File: src/rtl/interboard_pkg.sv
`default_nettype none
// ============================================================================
// Module      : interboard_pkg
// Description : Shared definitions for the two-board link (TX and RX sides):
//               word/frame geometry, frame field offsets, TX FSM states and
//               frame pack / word-extract helpers.
// Revision    : 1.0 - initial release
// ============================================================================
package interboard_pkg;

  localparam int WORD_W        = 6;
  localparam int WORDS_PER_MSG = 4;
  localparam int FRAME_W       = 24;

  // Frame field offsets; bits [23:22] are always zero
  localparam int MSG_LSB  = 0;
  localparam int BX_LSB   = 4;
  localparam int BY_LSB   = 9;
  localparam int CARD_LSB = 12;
  localparam int LEN_LSB  = 18;
  localparam int DIR_LSB  = 21;

  typedef enum logic [1:0] {
    ST_IDLE    = 2'd0,
    ST_SETUP   = 2'd1,
    ST_WAIT_HI = 2'd2,
    ST_WAIT_LO = 2'd3
  } tx_state_e;

  // Assemble the 24-bit frame from the individual game-message fields
  function automatic logic [FRAME_W-1:0] pack_frame(
    input logic [3:0] msg_type,
    input logic [4:0] block_x,
    input logic [2:0] block_y,
    input logic [5:0] card,
    input logic [2:0] sel_len,
    input logic       move_dir
  );
    logic [FRAME_W-1:0] f;
    f                 = '0;
    f[MSG_LSB  +: 4]  = msg_type;
    f[BX_LSB   +: 5]  = block_x;
    f[BY_LSB   +: 3]  = block_y;
    f[CARD_LSB +: 6]  = card;
    f[LEN_LSB  +: 3]  = sel_len;
    f[DIR_LSB]        = move_dir;
    return f;
  endfunction

  // Word k of a frame; word 0 is the least significant and goes out first
  function automatic logic [WORD_W-1:0] frame_word(
    input logic [FRAME_W-1:0] f,
    input logic [1:0]         k
  );
    return f[int'(k)*WORD_W +: WORD_W];
  endfunction

endpackage
`default_nettype wire

File: src/rtl/interboard_if.sv
`default_nettype none
// ============================================================================
// Module      : interboard_if
// Description : Bundle of control-side message fields/status and board-pin
//               handshake signals for the transmit half of the link.
//               master = control logic + peer board, slave = transmitter.
// Revision    : 1.0 - initial release
// ============================================================================
interface interboard_if;

  // Control side
  logic       tx_en;
  logic [3:0] tx_msg_type;
  logic [4:0] tx_block_x;
  logic [2:0] tx_block_y;
  logic [5:0] tx_card;
  logic [2:0] tx_sel_len;
  logic       tx_move_dir;
  logic       tx_ready;
  logic       tx_done;
  logic       tx_err;

  // Board pins
  logic       Ack_in;
  logic       Request_out;
  logic [5:0] inter_data_out;

  modport master (
    output tx_en, tx_msg_type, tx_block_x, tx_block_y, tx_card, tx_sel_len,
           tx_move_dir, Ack_in,
    input  tx_ready, tx_done, tx_err, Request_out, inter_data_out
  );

  modport slave (
    input  tx_en, tx_msg_type, tx_block_x, tx_block_y, tx_card, tx_sel_len,
           tx_move_dir, Ack_in,
    output tx_ready, tx_done, tx_err, Request_out, inter_data_out
  );

endinterface
`default_nettype wire

File: src/rtl/interboard_tx_sync_ff.sv
`default_nettype none
// ============================================================================
// Module      : sync_ff
// Description : STAGES-deep flip-flop synchronizer for a single asynchronous
//               level (Ack_in on TX, Request_in on RX). Reset is asynchronous
//               and active-low.
// Revision    : 1.0 - initial release
// ============================================================================
module sync_ff #(
  parameter int STAGES = 2
) (
  input  logic clk,
  input  logic rst,   // active-low
  input  logic d_i,
  output logic q_o
);

  logic [STAGES-1:0] sync_q;

  // Shift the asynchronous level through the chain, oldest sample at the top
  always_ff @(posedge clk or negedge rst) begin
    if (!rst) sync_q <= '0;
    else      sync_q <= {sync_q[STAGES-2:0], d_i};
  end

  assign q_o = sync_q[STAGES-1];

endmodule
`default_nettype wire

File: src/rtl/interboard_tx.sv
`default_nettype none
// ============================================================================
// Module      : interboard_tx
// Description : Transmit half of the two-board link. Packs one game message
//               into four 6-bit words and sends them LSW first using a
//               4-phase Request/Ack handshake, with per-edge timeout.
//               rst is asynchronous and active-low.
// Revision    : 1.0 - initial release
// ============================================================================
module interboard_tx
  import interboard_pkg::*;
#(
  parameter int SETUP_CYCLES = 2,
  parameter int TIMEOUT      = 1000000,
  parameter int SYNC_STAGES  = 2
) (
  input  logic         clk,
  input  logic         rst,   // active-low
  interboard_if.slave  bus
);

  localparam int SETUP_W = $clog2(SETUP_CYCLES + 1);
  localparam int WAIT_W  = $clog2(TIMEOUT + 1);
  localparam logic [SETUP_W-1:0] SETUP_LAST = SETUP_W'(SETUP_CYCLES - 1);
  localparam logic [WAIT_W-1:0]  WAIT_LAST  = WAIT_W'(TIMEOUT - 1);
  localparam logic [1:0]         LAST_IDX   = 2'(WORDS_PER_MSG - 1);

  tx_state_e           state_q;
  logic [FRAME_W-1:0]  frame_q;
  logic [FRAME_W-1:0]  frame_d;
  logic [1:0]          idx_q;
  logic [SETUP_W-1:0]  setup_cnt_q;
  logic [WAIT_W-1:0]   wait_cnt_q;
  logic                req_q;
  logic [WORD_W-1:0]   data_q;
  logic                ready_q;
  logic                done_q;
  logic                err_q;
  logic                ack_s;

  sync_ff #(
    .STAGES (SYNC_STAGES)
  ) u_ack_sync (
    .clk (clk),
    .rst (rst),
    .d_i (bus.Ack_in),
    .q_o (ack_s)
  );

  // Frame candidate from the current control fields; latched only on accept
  assign frame_d = pack_frame(bus.tx_msg_type, bus.tx_block_x, bus.tx_block_y,
                              bus.tx_card, bus.tx_sel_len, bus.tx_move_dir);

  // Handshake sequencer: word setup, wait for Ack high, wait for Ack low
  always_ff @(posedge clk or negedge rst) begin
    if (!rst) begin
      state_q     <= ST_IDLE;
      frame_q     <= '0;
      idx_q       <= '0;
      setup_cnt_q <= '0;
      wait_cnt_q  <= '0;
      req_q       <= 1'b0;
      data_q      <= '0;
      ready_q     <= 1'b1;
      done_q      <= 1'b0;
      err_q       <= 1'b0;
    end else begin
      done_q <= 1'b0;
      err_q  <= 1'b0;
      unique case (state_q)
        ST_IDLE: begin
          if (bus.tx_en) begin
            frame_q     <= frame_d;
            data_q      <= frame_word(frame_d, 2'd0);
            idx_q       <= '0;
            setup_cnt_q <= '0;
            wait_cnt_q  <= '0;
            ready_q     <= 1'b0;
            state_q     <= ST_SETUP;
          end
        end

        ST_SETUP: begin
          if (setup_cnt_q == SETUP_LAST) begin
            req_q      <= 1'b1;
            wait_cnt_q <= '0;
            state_q    <= ST_WAIT_HI;
          end else begin
            setup_cnt_q <= setup_cnt_q + 1'b1;
          end
        end

        ST_WAIT_HI: begin
          if (ack_s) begin
            req_q      <= 1'b0;
            wait_cnt_q <= '0;
            state_q    <= ST_WAIT_LO;
          end else if (wait_cnt_q == WAIT_LAST) begin
            err_q   <= 1'b1;
            req_q   <= 1'b0;
            data_q  <= '0;
            ready_q <= 1'b1;
            state_q <= ST_IDLE;
          end else begin
            wait_cnt_q <= wait_cnt_q + 1'b1;
          end
        end

        ST_WAIT_LO: begin
          if (!ack_s) begin
            if (idx_q != LAST_IDX) begin
              idx_q       <= idx_q + 1'b1;
              data_q      <= frame_word(frame_q, idx_q + 1'b1);
              setup_cnt_q <= '0;
              state_q     <= ST_SETUP;
            end else begin
              done_q  <= 1'b1;
              req_q   <= 1'b0;
              data_q  <= '0;
              ready_q <= 1'b1;
              state_q <= ST_IDLE;
            end
          end else if (wait_cnt_q == WAIT_LAST) begin
            err_q   <= 1'b1;
            req_q   <= 1'b0;
            data_q  <= '0;
            ready_q <= 1'b1;
            state_q <= ST_IDLE;
          end else begin
            wait_cnt_q <= wait_cnt_q + 1'b1;
          end
        end

        default: state_q <= ST_IDLE;
      endcase
    end
  end

  assign bus.Request_out    = req_q;
  assign bus.inter_data_out = data_q;
  assign bus.tx_ready       = ready_q;
  assign bus.tx_done        = done_q;
  assign bus.tx_err         = err_q;

endmodule
`default_nettype wire

File: src/flat_wrapper.sv
// flat-port wrapper written by rule: the top's interface ports become plain ports
module interboard_tx_flat import interboard_pkg::*;
#(
  parameter int SETUP_CYCLES = 2,
  parameter int TIMEOUT      = 1000000,
  parameter int SYNC_STAGES  = 2
)
  (clk, rst, bus_tx_en, bus_tx_msg_type, bus_tx_block_x, bus_tx_block_y, bus_tx_card, bus_tx_sel_len, bus_tx_move_dir, bus_Ack_in, bus_tx_ready, bus_tx_done, bus_tx_err, bus_Request_out, bus_inter_data_out);
  interboard_if bus_i ();
  input  logic clk;
  input  logic rst;
  input wire logic [$bits(bus_i.tx_en)-1:0] bus_tx_en;
  input wire logic [$bits(bus_i.tx_msg_type)-1:0] bus_tx_msg_type;
  input wire logic [$bits(bus_i.tx_block_x)-1:0] bus_tx_block_x;
  input wire logic [$bits(bus_i.tx_block_y)-1:0] bus_tx_block_y;
  input wire logic [$bits(bus_i.tx_card)-1:0] bus_tx_card;
  input wire logic [$bits(bus_i.tx_sel_len)-1:0] bus_tx_sel_len;
  input wire logic [$bits(bus_i.tx_move_dir)-1:0] bus_tx_move_dir;
  input wire logic [$bits(bus_i.Ack_in)-1:0] bus_Ack_in;
  output wire logic [$bits(bus_i.tx_ready)-1:0] bus_tx_ready;
  output wire logic [$bits(bus_i.tx_done)-1:0] bus_tx_done;
  output wire logic [$bits(bus_i.tx_err)-1:0] bus_tx_err;
  output wire logic [$bits(bus_i.Request_out)-1:0] bus_Request_out;
  output wire logic [$bits(bus_i.inter_data_out)-1:0] bus_inter_data_out;
  assign bus_i.tx_en = bus_tx_en;
  assign bus_i.tx_msg_type = bus_tx_msg_type;
  assign bus_i.tx_block_x = bus_tx_block_x;
  assign bus_i.tx_block_y = bus_tx_block_y;
  assign bus_i.tx_card = bus_tx_card;
  assign bus_i.tx_sel_len = bus_tx_sel_len;
  assign bus_i.tx_move_dir = bus_tx_move_dir;
  assign bus_i.Ack_in = bus_Ack_in;
  assign bus_tx_ready = bus_i.tx_ready;
  assign bus_tx_done = bus_i.tx_done;
  assign bus_tx_err = bus_i.tx_err;
  assign bus_Request_out = bus_i.Request_out;
  assign bus_inter_data_out = bus_i.inter_data_out;
  interboard_tx #(.SETUP_CYCLES(SETUP_CYCLES), .TIMEOUT(TIMEOUT), .SYNC_STAGES(SYNC_STAGES)) u_core (.clk(clk), .rst(rst), .bus(bus_i));
endmodule
File: config.mk
export PLATFORM = sky130hd
export DESIGN_NAME = interboard_tx_flat
export DESIGN_NICKNAME = d
export VERILOG_FILES = /design/src/rtl/interboard_pkg.sv /design/src/rtl/interboard_if.sv /design/src/rtl/interboard_tx_sync_ff.sv /design/src/rtl/interboard_tx.sv /design/src/flat_wrapper.sv
export SDC_FILE = /design/constraint.sdc
export NUM_CORES = 1
export LEC_CHECK = 0
export ABC_AREA = 1
export CAP_MARGIN = 20
export CORE_ASPECT_RATIO = 0.75
export CORE_UTILIZATION = 25
export DETAILED_ROUTE_END_ITERATION = 16
export PLACE_DENSITY_LB_ADDON = 0.15
export SYNTH_ARGS = -nofsm -noshare
export SYNTH_HDL_FRONTEND = slang
export SYNTH_HIERARCHICAL = 1
export SYNTH_SLANG_ARGS = --single-unit
export TNS_END_PERCENT = 20
File: constraint.sdc
create_clock -name clk -period 1.85 [get_ports clk]
set_clock_uncertainty 0.05 [all_clocks]
set_input_delay 0.37 -clock clk [delete_from_list [all_inputs] [get_ports clk]]
set_output_delay 0.37 -clock clk [all_outputs]
set_load 0.01 [all_outputs]
==> key figures <==
Critical path
  • Worst endpoint data arrival time: 1.39 ns
  • Largest stage delay, worst path: around 0.53 ns
  • CP max stage cell: dfstp_2
  • Required time worst endpoint: around 1.4 ns
  • Worst Setup Start Kind: register
  • Critical Path, Cell by Cell: clkdlybuf4s50_1
  • WP buf/inv: 1
  • Critical path fanouts, max: 2
  • Setup CP Type: register to output port
  • Worst Setup End Kind: output port
  • Delay-heaviest family, CP: flip-flops

Synthesis
  • Syn. warnings: 6
  • Simple-Gate Fraction of Synth Area: 0.288
  • Compound-Gate Fraction of Synth Area: 0.0995
  • Mapped cell area: 3350 sq um
  • Top_reg_cell synth: dfrtp_1
  • Sequential fraction of the synthesis area: 0.449
  • Post-synth cell types: 33
  • Xor and xnor area share after synthesis: 0.00524
  • Mapped Cells: 421
  • Synth async-reset ratio: 1.00
  • Largest family of logic cells by synthesized area: simple AND/OR/NAND/NOR gates
  • Post-synth EDFFs: 0
  • Syn Nets: roughly 450
  • Flops & latches, synth: 60
  • Avg Inst Size Synth: 7.95 sq um
  • Post-synthesis mux area share: 0.0505
  • Post-Synth Adder-Cell Area: 0.0262

CTS
  • H-tree depth: 3
  • TritonCTS clock tree: yes
  • Worst-path clk slew: 0.06 ns
  • Clk root buf: clkbuf_16
  • Post-CTS Hold Buffers: 0
  • Clock sink count: 60
  • Worst skew pair latency: between 0.3 and 0.4 ns
  • Max Buffers Root-to-Sink: 2
  • Clock buffer count from CTS: 9

Timing
  • Final Setup Violations: 0
  • F_max: 0.553 GHz
  • Clock period minus final worst setup slack: around 1.8 ns
  • Unrepaired setup endpoints after global routing: true
  • Crit share post-route: 0.978
  • WHS: -0.0106 ns
  • Final max-slew violation count: 0
  • Slew headroom: 0.764
  • Worst slew pin tran: 0.355 ns
  • Hold Vio Cnt, Final: 11

Drt
  • Vias per cell: 4.45
  • Met1 wire length: just under 5000 um
  • Routed len/inst: 13.0 um
  • DR iter-0 viols: roughly 140
  • Routed via count: between 2,000 and 3,000
  • Max layer used: met4
  • DRC errors left: 0
  • Met3 WL: about 310 um
  • TritonRoute pass-1 iters: 4
  • Final wirelength: ~8600 um
  • Post-route ant nets: 0
  • Met2 wire length: about 3300 um

Finish
  • Antenna Cells: 0
  • Fillers: 1,360
  • Share of cells above drive strength 1: 0.193
  • Post-Route Utilization: 0.338
  • Nets@finish: a little over 500
  • Area delta synth->final: 31.5%

GRT
  • Gr ovfl total: 0
  • Global-route wire length before repair: around 14,000 um
  • Antenna violations before repair: 0
  • Largest net degree at the start of global routing: between 60 and 70
  • All-layer global routing usage: 0.134
  • Vias in the first global route: roughly 2,800

Power and ir drop
  • P per Cell Area: around 1500 nW/um^2
  • Static Leak: around 0.0020 uW
  • Max IR drop VDD: approximately 580 uV

Run
  • Max Cap Viol: 0

Floorplanning
  • FP Rows: 36
  • Die Ht: a little over 100 um
  • Io pins: 36
  • Starting density of the core: 0.257
  • Core area: about 13,000 sq um
  • Chip Width: roughly 140 um
  • Die area: ~14,000 sq um

Worst hold path
  • Class of the worst hold path: primary input to asynchronous set/reset pin

Place
  • Final GP Congestion: 0.888
  • Final HPWL DP: approximately 6400 um
  • I/O Buffers: 35

Run status
  • Failing checks: negative hold slack
  • Run status: complete, but fails checks
registers in the layout, indices dropped and copies added (netlist names):
register	cells
u_core/frame_q	22
u_core/state_q	2
u_core/bus.tx_err	1
u_core/bus.tx_done	1
u_core/u_ack_sync/sync_q	2
u_core/wait_cnt_q	20
u_core/setup_cnt_q	2
u_core/bus.tx_ready	1
u_core/bus.Request_out	1
u_core/idx_q	2
u_core/bus.inter_data_out	6
final cells by class:
| class | instances | area [sq um] | share of cell area |
|---|---|---|---|
| timing repair buffer | 59 | 558 | 0.127 |
| inverter | 56 | 210 | 0.0478 |
| clock inverter | 3 | 42.5 | 0.00967 |
| sequential | 60 | 1500 | 0.342 |
| tap | 171 | 214 | 0.0486 |
| multi-input combinational | 296 | 1590 | 0.362 |
| clock buffer | 13 | 280 | 0.0637 |
logic make-up after synthesis:
| kind of cell | after synthesis |
|---|---|
| compound gates | 60 |
| simple gates | 212 |
| mux | 15 |
| flops | 60 |
| fa+ha+maj | 7 |
| xor+xnor | 2 |
| buf+inv | 65 |
layer usage:
layer  vias up  GRT usage
met5         -          0
met4         0     0.0424
met3         8     0.0288
met2        57      0.184
met1      1369      0.203
li1       1496          -
synth_stat cells (3+ instances only):
library cell   n  area, sq um
o21ai_0       17         85.1
dfrtp_1       59         1480
nor2_1        51          191
buf_2          3         15.0
nor2_2         5         31.3
a21o_1         4         30.0
inv_1         51          191
nand3_1       33          165
mux2_2        15          169
buf_6          3         33.8
nor3_1         8         40.0
nand4_1        8         50.1
nand2_2        9         56.3
inv_2          5         18.8
o21ai_1       12         60.1
ha_1           7         87.6
a21oi_1       20          100
nand2_1       89          334
report_power, final:
group          switching, uW  total, uW  internal (uW)  leakage [uW]
sequential               236       1980           1740      0.000754
combinational           1720       3050           1330       0.00110
clock                    599       1790           1190      0.000158
repair_timing:
item / in CTS / in global routing
resized for setup: 0 / 14
endpoints found under the hold margin: 0 / 0
endpoints found under the setup margin: 0 / 16
buffers inserted: 0 / 1
per-stage QoR:
step           std cells  setup WS, ns  total power [uW]  instance area (sq um)  setup TNS (ns)
4_1_cts              657        0.0241              6780                   4360               0
3_3_place_gp         641       -0.0261              4920                   4040         -0.0261
2_1_floorplan        421         0.214              3850                   3350               0
5_1_grt              658       -0.0108              7350                   4400         -0.0219
3_5_place_dp         641       -0.0542              4950                   4040         -0.0552
6_report             658        0.0412              6810                   4400               0
placed cells by master, fill, tap and decap left out, types with 3 or more instances in the layout:
cell type / Yosys / final
a21o_1: 4 / 4
a21oi_1: 20 / 20
buf_4: 1 / 20
clkbuf_16: 0 / 9
clkbuf_8: 0 / 4
clkdlybuf4s50_1: 0 / 34
dfrtp_1: 59 / 58
ha_1: 7 / 5
inv_1: 51 / 49
inv_2: 5 / 7
mux2_2: 15 / 15
nand2_1: 89 / 86
nand2_2: 9 / 11
nand2_4: 2 / 3
nand3_1: 33 / 33
nand4_1: 8 / 8
nor2_1: 51 / 49
nor2_2: 5 / 7
nor3_1: 8 / 8
o21ai_0: 17 / 16
o21ai_1: 12 / 13
path summary, 6_finish.rpt:
kind,from,end,slack [ns],depth (start not counted)
worst min-delay path,rst,u_core/frame_q[8],-0.01,2
max in group asynchronous,rst,u_core/wait_cnt_q[0],1.44,2
worst min register to register,u_core/u_ack_sync/sync_q[0],u_core/u_ack_sync/sync_q[1],0.30,0
worst max register to register,u_core/state_q[0],u_core/wait_cnt_q[4],0.10,9
worst max-delay path,u_core/bus.tx_ready,bus_tx_ready,0.04,1
min in group clk,u_core/u_ack_sync/sync_q[0],u_core/u_ack_sync/sync_q[1],0.30,0
(Power assumes the default switching activity.)
